<file path="config.mk">
export PLATFORM = sky130hd
export DESIGN_NAME = z16_program_writer
export DESIGN_NICKNAME = d
export VERILOG_FILES = /design/src/rtl/z16_pkg.sv /design/src/rtl/z16_instr_pack.sv /design/src/rtl/z16_program_writer.sv
export SDC_FILE = /design/constraint.sdc
export NUM_CORES = 1
export LEC_CHECK = 0
export ABC_AREA = 1
export ABC_CLOCK_PERIOD_IN_PS = 3200
export CORE_MARGIN = 2
export CORE_UTILIZATION = 41
export CTS_BUF_LIST = sky130_fd_sc_hd__clkbuf_16
export CTS_CLUSTER_DIAMETER = 100
export CTS_CLUSTER_SIZE = 16
export DETAILED_ROUTE_END_ITERATION = 8
export HOLD_SLACK_MARGIN = 0.02
export PLACE_DENSITY = 0.75
export SLEW_MARGIN = 10
export SYNTH_ARGS = -nofsm -noshare
export SYNTH_HDL_FRONTEND = slang
export SYNTH_HIERARCHICAL = 1
export SYNTH_SLANG_ARGS = --single-unit
</file>
<file path="constraint.sdc">
create_clock -name i_clk -period 3.2 [get_ports i_clk]
set_input_delay 0.64 -clock i_clk [delete_from_list [all_inputs] [get_ports i_clk]]
set_output_delay 0.64 -clock i_clk [all_outputs]
set_load 0.005 [all_outputs]
</file>
<file path="src/rtl/z16_pkg.sv">
// Shared Z16 encoding constants, field layout and stream payload types.
// Imported by both the instruction decoder and the program writer.
package z16_pkg;

    localparam int unsigned INSTR_W = 16;
    localparam int unsigned OPC_W   = 4;
    localparam int unsigned REG_W   = 4;
    localparam int unsigned IMM_W   = 16;
    localparam int unsigned ADDR_W  = 16;
    localparam int unsigned CNT_W   = 16;
    localparam int unsigned ERRC_W  = 8;

    localparam int unsigned OPC_LSB     = 0;
    localparam int unsigned RD_LSB      = 4;
    localparam int unsigned RS1_LSB     = 8;
    localparam int unsigned RS2_LSB     = 12;
    localparam int unsigned IMM8_LSB    = 8;
    localparam int unsigned IMM4_HI_LSB = 12;
    localparam int unsigned IMM4_LO_LSB = 4;

    localparam int unsigned IMM8_W = 8;
    localparam int unsigned IMM4_W = 4;

    localparam logic [OPC_W-1:0] OP_LI8   = 4'h9;
    localparam logic [OPC_W-1:0] OP_ALUI4 = 4'hA;
    localparam logic [OPC_W-1:0] OP_STORE = 4'hB;

    typedef struct packed {
        logic [OPC_W-1:0] opcode;
        logic [REG_W-1:0] rd;
        logic [REG_W-1:0] rs1;
        logic [REG_W-1:0] rs2;
        logic [IMM_W-1:0] imm;
    } z16_fields_t;

    typedef enum logic [1:0] {
        ST_IDLE = 2'd0,
        ST_RUN  = 2'd1,
        ST_FULL = 2'd2
    } wr_state_t;

    // True when imm is the sign extension of its low 'width' bits.
    function automatic logic imm_fits(input logic [IMM_W-1:0] imm, input int unsigned width);
        logic ok;
        ok = 1'b1;
        for (int unsigned i = 0; i < IMM_W; i++) begin
            if ((i >= width - 1) && (imm[i[3:0]] != imm[IMM_W-1])) begin
                ok = 1'b0;
            end
        end
        return ok;
    endfunction

endpackage

</file>
<file path="src/rtl/z16_instr_pack.sv">
// Combinational packer: decoded Z16 fields -> 16-bit instruction word,
// plus a flag saying whether the immediate fits the opcode's field.
module z16_instr_pack
    import z16_pkg::*;
(
    input  z16_fields_t        i_fields,
    output logic [INSTR_W-1:0] o_word,
    output logic               o_imm_ok
);

    always_comb begin
        o_word   = '0;
        o_imm_ok = 1'b1;
        o_word[OPC_LSB +: OPC_W] = i_fields.opcode;
        case (i_fields.opcode)
            OP_LI8: begin
                o_word[IMM8_LSB +: IMM8_W] = i_fields.imm[IMM8_W-1:0];
                o_word[RD_LSB   +: REG_W]  = i_fields.rd;
                o_imm_ok = imm_fits(i_fields.imm, IMM8_W);
            end
            OP_ALUI4: begin
                o_word[IMM4_HI_LSB +: IMM4_W] = i_fields.imm[IMM4_W-1:0];
                o_word[RS1_LSB     +: REG_W]  = i_fields.rs1;
                o_word[RD_LSB      +: REG_W]  = i_fields.rd;
                o_imm_ok = imm_fits(i_fields.imm, IMM4_W);
            end
            OP_STORE: begin
                o_word[RS2_LSB     +: REG_W]  = i_fields.rs2;
                o_word[RS1_LSB     +: REG_W]  = i_fields.rs1;
                o_word[IMM4_LO_LSB +: IMM4_W] = i_fields.imm[IMM4_W-1:0];
                o_imm_ok = imm_fits(i_fields.imm, IMM4_W);
            end
            default: begin
                o_word[RS2_LSB +: REG_W] = i_fields.rs2;
                o_word[RS1_LSB +: REG_W] = i_fields.rs1;
                o_word[RD_LSB  +: REG_W] = i_fields.rd;
            end
        endcase
    end

endmodule

</file>
<file path="src/rtl/z16_program_writer.sv">
// Packs decoded instruction tuples into Z16 words and streams them into
// instruction memory at consecutive byte addresses, one session at a time.
module z16_program_writer
    import z16_pkg::*;
#(
    parameter int unsigned MAX_WORDS = 256
)(
    input  logic                i_clk,
    input  logic                i_rst,
    input  logic                i_start,
    input  logic [ADDR_W-1:0]   i_base_addr,
    input  logic                i_finish,
    input  logic                i_valid,
    output logic                o_ready,
    input  logic [OPC_W-1:0]    i_opcode,
    input  logic [REG_W-1:0]    i_rd_addr,
    input  logic [REG_W-1:0]    i_rs1_addr,
    input  logic [REG_W-1:0]    i_rs2_addr,
    input  logic [IMM_W-1:0]    i_imm,
    output logic                o_mem_wen,
    output logic [ADDR_W-1:0]   o_mem_addr,
    output logic [INSTR_W-1:0]  o_mem_wdata,
    output logic                o_busy,
    output logic                o_full,
    output logic                o_done,
    output logic [CNT_W-1:0]    o_count,
    output logic                o_err_imm,
    output logic [ERRC_W-1:0]   o_err_count
);

    localparam logic [CNT_W-1:0]  COUNT_MAX = CNT_W'(MAX_WORDS);
    localparam logic [ERRC_W-1:0] ERRC_SAT  = '1;

    wr_state_t           r_state,       w_state_nxt;
    logic [ADDR_W-1:0]   r_addr,        w_addr_nxt;
    logic [CNT_W-1:0]    r_count,       w_count_nxt;
    logic                r_err_imm,     w_err_imm_nxt;
    logic [ERRC_W-1:0]   r_err_count,   w_err_count_nxt;
    logic                r_mem_wen,     w_mem_wen_nxt;
    logic [ADDR_W-1:0]   r_mem_addr,    w_mem_addr_nxt;
    logic [INSTR_W-1:0]  r_mem_wdata,   w_mem_wdata_nxt;
    logic                r_done,        w_done_nxt;
    logic                r_ready;
    logic                r_busy;
    logic                r_full;

    z16_fields_t         w_fields;
    logic [INSTR_W-1:0]  w_word;
    logic                w_imm_ok;
    logic                w_accept;
    logic [CNT_W-1:0]    w_count_inc;

    assign w_fields = '{opcode: i_opcode, rd: i_rd_addr, rs1: i_rs1_addr,
                        rs2: i_rs2_addr, imm: i_imm};

    z16_instr_pack u_pack (
        .i_fields (w_fields),
        .o_word   (w_word),
        .o_imm_ok (w_imm_ok)
    );

    assign w_accept    = i_valid && (r_state == ST_RUN);
    assign w_count_inc = r_count + CNT_W'(1);

    // Next-state and next-output logic for every register.
    always_comb begin
        w_state_nxt     = r_state;
        w_addr_nxt      = r_addr;
        w_count_nxt     = r_count;
        w_err_imm_nxt   = r_err_imm;
        w_err_count_nxt = r_err_count;
        w_mem_wen_nxt   = 1'b0;
        w_mem_addr_nxt  = r_mem_addr;
        w_mem_wdata_nxt = r_mem_wdata;
        w_done_nxt      = 1'b0;

        case (r_state)
            ST_RUN, ST_FULL: begin
                if (w_accept) begin
                    if (w_imm_ok) begin
                        w_mem_wen_nxt   = 1'b1;
                        w_mem_addr_nxt  = r_addr;
                        w_mem_wdata_nxt = w_word;
                        w_addr_nxt      = r_addr + ADDR_W'(2);
                        w_count_nxt     = w_count_inc;
                    end else begin
                        w_err_imm_nxt = 1'b1;
                        if (r_err_count != ERRC_SAT) begin
                            w_err_count_nxt = r_err_count + ERRC_W'(1);
                        end
                    end
                end
                // A finish wins over filling up; the tuple above is still written.
                if (i_finish) begin
                    w_state_nxt = ST_IDLE;
                    w_done_nxt  = 1'b1;
                end else if (w_accept && w_imm_ok && (w_count_inc == COUNT_MAX)) begin
                    w_state_nxt = ST_FULL;
                end
            end
            default: begin
                if (i_start) begin
                    w_state_nxt     = ST_RUN;
                    w_addr_nxt      = i_base_addr & ADDR_W'(16'hFFFE);
                    w_count_nxt     = '0;
                    w_err_imm_nxt   = 1'b0;
                    w_err_count_nxt = '0;
                end
            end
        endcase
    end

    always_ff @(posedge i_clk or posedge i_rst) begin
        if (i_rst) begin
            r_state     <= ST_IDLE;
            r_addr      <= '0;
            r_count     <= '0;
            r_err_imm   <= 1'b0;
            r_err_count <= '0;
            r_mem_wen   <= 1'b0;
            r_mem_addr  <= '0;
            r_mem_wdata <= '0;
            r_done      <= 1'b0;
            r_ready     <= 1'b0;
            r_busy      <= 1'b0;
            r_full      <= 1'b0;
        end else begin
            r_state     <= w_state_nxt;
            r_addr      <= w_addr_nxt;
            r_count     <= w_count_nxt;
            r_err_imm   <= w_err_imm_nxt;
            r_err_count <= w_err_count_nxt;
            r_mem_wen   <= w_mem_wen_nxt;
            r_mem_addr  <= w_mem_addr_nxt;
            r_mem_wdata <= w_mem_wdata_nxt;
            r_done      <= w_done_nxt;
            r_ready     <= (w_state_nxt == ST_RUN);
            r_busy      <= (w_state_nxt != ST_IDLE);
            r_full      <= (w_state_nxt == ST_FULL);
        end
    end

    assign o_ready     = r_ready;
    assign o_busy      = r_busy;
    assign o_full      = r_full;
    assign o_done      = r_done;
    assign o_mem_wen   = r_mem_wen;
    assign o_mem_addr  = r_mem_addr;
    assign o_mem_wdata = r_mem_wdata;
    assign o_count     = r_count;
    assign o_err_imm   = r_err_imm;
    assign o_err_count = r_err_count;

endmodule
</file>
Word-level counts from Yosys, hierarchy flattened
Index checks and enable logic that the tools add are counted.

word-level totals
  flip-flop bits (word level) = 80
  input port bits = 53
  word-level logic and storage cells = 99

cells by class
  add/subtract/negate cells = 3
  equality and inequality tests = 25
  muxes and demuxes = 48
  reductions and logical operators = 11

operators with widths
  operator                                         number
  2-to-1 mux 16 bit                                8
  2-to-1 mux 8 bit                                 5
  one-hot mux 12 bit (3 select lines)              1
  2-to-1 mux 1 bit                                 29
  adder 16 x 1 -> 16 bit (second input constant)   1
  adder 16 x 2 -> 16 bit (second input constant)   1
  == test 16 x 9 -> 1 bit (second input constant)  1
  == test 4 bit (second input constant)            3
  != test 1 bit                                    12
  AND reduction 3 bit                              3
  adder 8 x 1 -> 8 bit (second input constant)     1
  2-to-1 mux 2 bit                                 4
  != test 2 bit (second input constant)            4
  != test 8 bit (second input constant)            1
  == test 2 x 1 -> 1 bit (second input constant)   2
  == test 2 bit (second input constant)            2
  AND reduction 4 bit                              1
  nonzero test 2 bit                               2
  OR reduction 2 bit                               2
  logical AND 1 bit                                3
  one-hot mux 1 bit (2 select lines)               1

Logic depth before layout (Yosys ltp)
  depth in word-level cells = 20
  gate-level depth with buffers = 18
  gate-level depth less buffers = 18

By module
Netlist, hierarchy kept.

modules (own cells, without submodules)
  module              instances  cells each  area each (um^2)  sequential area each (um^2)
  z16_program_writer  1          491         3842.4            1951.9
  z16_instr_pack      1          84          386.6             0.0

Least setup slack after synthesis
No wires, ideal clock.

  path type = in2reg
  start point = in i_imm[7]
  end point = reg r_addr[9]
  setup time = 120 ps
  arrival time = 2161 ps
  required time = 3080 ps
  setup slack = 920 ps
  stages on the path = 14
  path buffers = 1
  cells stage by stage = or2_2 -> nor2_1 -> nand2_1 -> nand2_1 -> nand2_1 -> nand2_1 -> inv_1 -> nor3_4 -> nor2_4 -> inv_2 -> buf_2 -> nand2_1 -> o21ai_0 -> inv_1

between the ends
  cells in the longest elaborated chain, start to end = 12

ends and longest elaborated chain
  element                                 RTL line                   source
  start, declared                         z16_program_writer.sv:19   input logic [IMM_W-1:0] i_imm,
  != test 1 bit *                         z16_pkg.sv:47              if ((i >= width - 1) && (imm[i[3:0]] != imm[IMM_W-1])) begin
  2-to-1 mux 1 bit (8 in series)          z16_pkg.sv:47
  one-hot mux 1 bit (2 select lines) *    z16_instr_pack.sv:15       case (i_fields.opcode)
  named net w_imm_ok                      z16_program_writer.sv:49   logic w_imm_ok;
  != test 2 bit (no source line) *        n/a
  AND reduction 3 bit (no source line) *  n/a
  end signal, assigned                    z16_program_writer.sv:129  r_addr <= w_addr_nxt;
  end, declared                           z16_program_writer.sv:35   logic [ADDR_W-1:0] r_addr, w_addr_nxt;

The timed path passes the listed nets; every way through them passes the cells marked *.
A chain may end at the register's enable or synchronous reset.

Worst setup path in the final report
  start point = in i_opcode[0]
  end point = reg r_addr[4]

between the ends
  cells in the longest elaborated chain, start to end = 5

ends and longest elaborated chain
  element                                 RTL line                  source
  start, declared                         z16_program_writer.sv:15  input logic [OPC_W-1:0] i_opcode,
  == test 4 bit                           z16_instr_pack.sv:15
  OR reduction 2 bit (no source line)     n/a
  one-hot mux 1 bit (2 select lines) *    z16_instr_pack.sv:15
  named net w_imm_ok                      z16_program_writer.sv:49
  != test 2 bit (no source line) *        n/a
  AND reduction 3 bit (no source line) *  n/a

Marked as above.

==> key figures <==
Status
  – Status: finished, final reports clean

Power and ir drop
  – Leakage power: between 2 and 3 nW
  – Worst vdd ir: 0.381 mV
  – Pwr/cell area: 716 mW/mm^2

Yosys
  – Top post-synthesis cells by area: dfrtp_1 46%, nand2_1 19%, o21ai_0 5.2%
  – Number of synthesized register bits: between 70 and 80
  – Netlist cell types: 37
  – Synth warn: 6
  – Top cell type's share of synthesized area: between 40% and 50%
  – Cell Area, Synth: about 0.0042 sq mm
  – Syn nets: roughly 630
  – Yosys top cell by area: dfrtp_1
  – Synth Instances: 575
  – Mapped Avg Cell Area: between 7 and 8 sq um
  – Post-synthesis sequential area ratio: 46.2%

Routing
  – Top routing layer used: met4
  – Antenna viol nets, final: 0
  – Vias: 4133
  – Detail Route met3 WL: about 840 um
  – DRT Pass-1 Iters: 4
  – Via-to-Cell Ratio: approximately 5
  – Met2 wire len: ~5100 um
  – First DRT Iteration DRCs: roughly 220
  – Mean routed wirelength per cell: about 13 um
  – M1 WL: 4720 um
  – Drt drc: 0
  – DRT Wirelength: between 10000 and 15000 um

Timing
  – Max Clock Skew: ~0.0086 ns
  – Crit path time final: 2.77 ns
  – Final hold vios: 0
  – Worst hold slack: around 0.47 ns
  – Fin crit share: ~87%
  – RSZ-0062 raised after global routing: false
  – Setup Viol. Count Final: 0
  – Worst setup margin: 0.428 ns
  – Setup TNS: 0 ns
  – Highest achievable clock rate: 361 MHz
  – Max-slew violation count: 0
  – Worst-margin pin slew: about 0.62 ns
  – Worst slew margin: 58.5%

CTS
  – CTS sink cnt: 78
  – Cells resized by post-CTS repair: 0
  – Clock root cell: clkbuf_16
  – Worst skew pair latency: between 0.3 and 0.4 ns
  – Clk slew on worst S/H paths: roughly 0.06 ns
  – Cts bufs inserted: 9
  – CTS tree: built
  – H-tree Lvls: 3
  – Clk buf depth: 2
  – Post-CTS Hold Buffers: 0
  – Post-CTS Setup Bufs: 0

Final layout
  – Filler Cell Count: a little under 1k
  – Design Area, Final: between 0.005 and 0.006 sq mm
  – Fin cells: roughly 830
  – Most frequent cells in the layout: 210 x nand2_1, 112 x clkdlybuf4s50_1, 78 x dfrtp_1, 55 x inv_1, 44 x o21ai_0
  – Nets: between 700 and 800
  – Area Overhead vs Synth: 38.5%
  – Diode count: 0
  – Commonest non-fill, non-tap cell in the layout: nand2_1
  – Share of post-route cells with drive strength above 1: between 7 and 8%

Min path
  – Hold Crit Start: o_mem_wdata[13]
  – Hold Path Depth: 2
  – WHS Endpoint: o_mem_wdata[13]
  – HP Class: reg2reg

Placed design
  – Placed instance count: roughly 810
  – RD Place Congestion: between 0.9 and 1
  – Post-DP HPWL: between 7000 and 8000 um
  – Placed Area: around 0.0055 sq mm
  – Setup Slack @ Placement: about 0.083 ns
  – Port-buffer cells: between 100 and 150

Critical path
  – Critical Path End Type: flop
  – Worst EP arrival: about 3.0 ns
  – Setup CP Type: in2reg
  – CP max stage cell: clkdlybuf4s50_1
  – Worst Setup Start Kind: input port
  – Max incr delay on CP: around 0.56 ns
  – R2R setup slack: ~0.79 ns
  – Crit-path cells: clkdlybuf4s50_1, inv_2, nor2_2, nand2_2, nand3_1, nand2_1, nand2_1, inv_1, nor3_4, nor2_4, inv_2, buf_4, a21oi_1, a21oi_1
  – Max Fanout on Critical Path: 22
  – CP required: ~3.5 ns
  – Reg2reg path depth: 8
  – WP buf/inv: 5
  – FF-to-FF End: r_addr[4]
  – Worst path top cell family by delay: buffers and inverters
  – Worst R2R Start: r_state[0]

Global routing
  – Vias in the first global route: between 4k and 5k
  – Initial antenna violation count: 0
  – Pin count of the biggest net entering global routing: 74
  – First-pass GRT wire length: approximately 19000 um
  – Global-route usage over all layers: 20.5%
  – Grt total ovfl: 0

Floorplanning
  – Ports: 115
  – DIE AREA: between 0.01 and 0.015 sq mm
  – Die Y: roughly 110 um
  – Row count: 37
  – Core area: just over 0.01 sq mm
  – Die Wd: 106 um
  – Initial Utilization: about 42%

Run
  – Max_cap viols: 0
[logic make-up (layout without fill, tap and decap cells)]
group | after synthesis | in the layout | share of synthesized area (%)
AO/OA/AOI/OAI | 85 | 85 | 11.2
XOR/XNOR | 4 | 4 | 0.828
adder cells (fa/ha/maj) | 5 | 5 | 1.48
buffers and inverters | 82 | 198 | 7.99
flip-flops | 78 | 78 | 46.2
other | 1 | 1 | 0.0887
AND/OR/NAND/NOR | 320 | 320 | 32.2
[synth_stat cells (all sizes together)]
cell,n
o22ai,11
ha,5
clkbuf,10
nor3b,1
dfrtp,78
a31oi,2
buf,10
nand2,215
nor3,9
a22oi,4
nand3b,1
o31ai,1
nor2,49
xor2,4
a21oi,16
inv,61
a32o,1
o21ai,46
nand4,10
o21a,2
a22o,1
conb,1
a211oi,1
nand3,30
clkinv,1
or2,4
nor4,1
[final cells by class]
class / instances / area [sq um] / area share [%]
timing repair buffer: 120 / 1220 / 20.8
multi-input combinational: 415 / 1940 / 33.1
tap: 136 / 170 / 2.91
inverter: 62 / 239 / 4.08
clock buffer: 9 / 225 / 3.85
sequential: 78 / 1950 / 33.3
clock inverter: 7 / 113 / 1.92
[where the power goes]
| part | internal, mW | switching (mW) |
|---|---|---|
| logic | 0.744 | 0.747 |
| clock network | 0.757 | 0.399 |
| registers | 1.31 | 0.240 |
[tightest hold or removal path: stages, from the launching register on]
cell,delay (ns)
dfrtp_1,0.34
nand2_1,0.05
nand2_1,0.04
[registers in the layout (all words and copies together), names as in the netlist]
register     cells
o_busy           1
o_count         16
o_done           1
o_err_count      8
o_err_imm        1
o_full           1
o_mem_addr      15
o_mem_wdata     16
o_mem_wen        1
o_ready          1
r_addr          15
r_state          2
[worst max path at each step]
| stage | depth (start not counted) | slack [ns] | end | startpoint |
|---|---|---|---|---|
| global placement | 14 | 0.18 | r_addr[2] | i_opcode[0] |
| global route | 14 | 0.23 | r_addr[4] | i_opcode[0] |
| CTS | 14 | 0.44 | r_addr[4] | i_opcode[0] |
| finish | 14 | 0.43 | r_addr[4] | i_opcode[0] |
| detailed placement | 14 | 0.08 | r_addr[4] | i_opcode[0] |
| floorplan | 1 | 0.56 | o_busy | i_rst |
[through the flow]
step           utilization, %  total power, mW
2_1_floorplan               -             2.27
3_3_place_gp             54.2             3.01
3_5_place_dp             54.2             3.06
4_1_cts                  57.5             4.24
5_1_grt                  57.5             4.50
6_report                 57.5             4.19
[routing by layer]
layer	up-vias	GRT usage (%)
met5	-	0
met4	0	7.33
met3	18	6.25
met2	138	33.3
met1	1912	26.0
li1	2065	-
No activity file was read; power rests on OpenSTA's default activity.
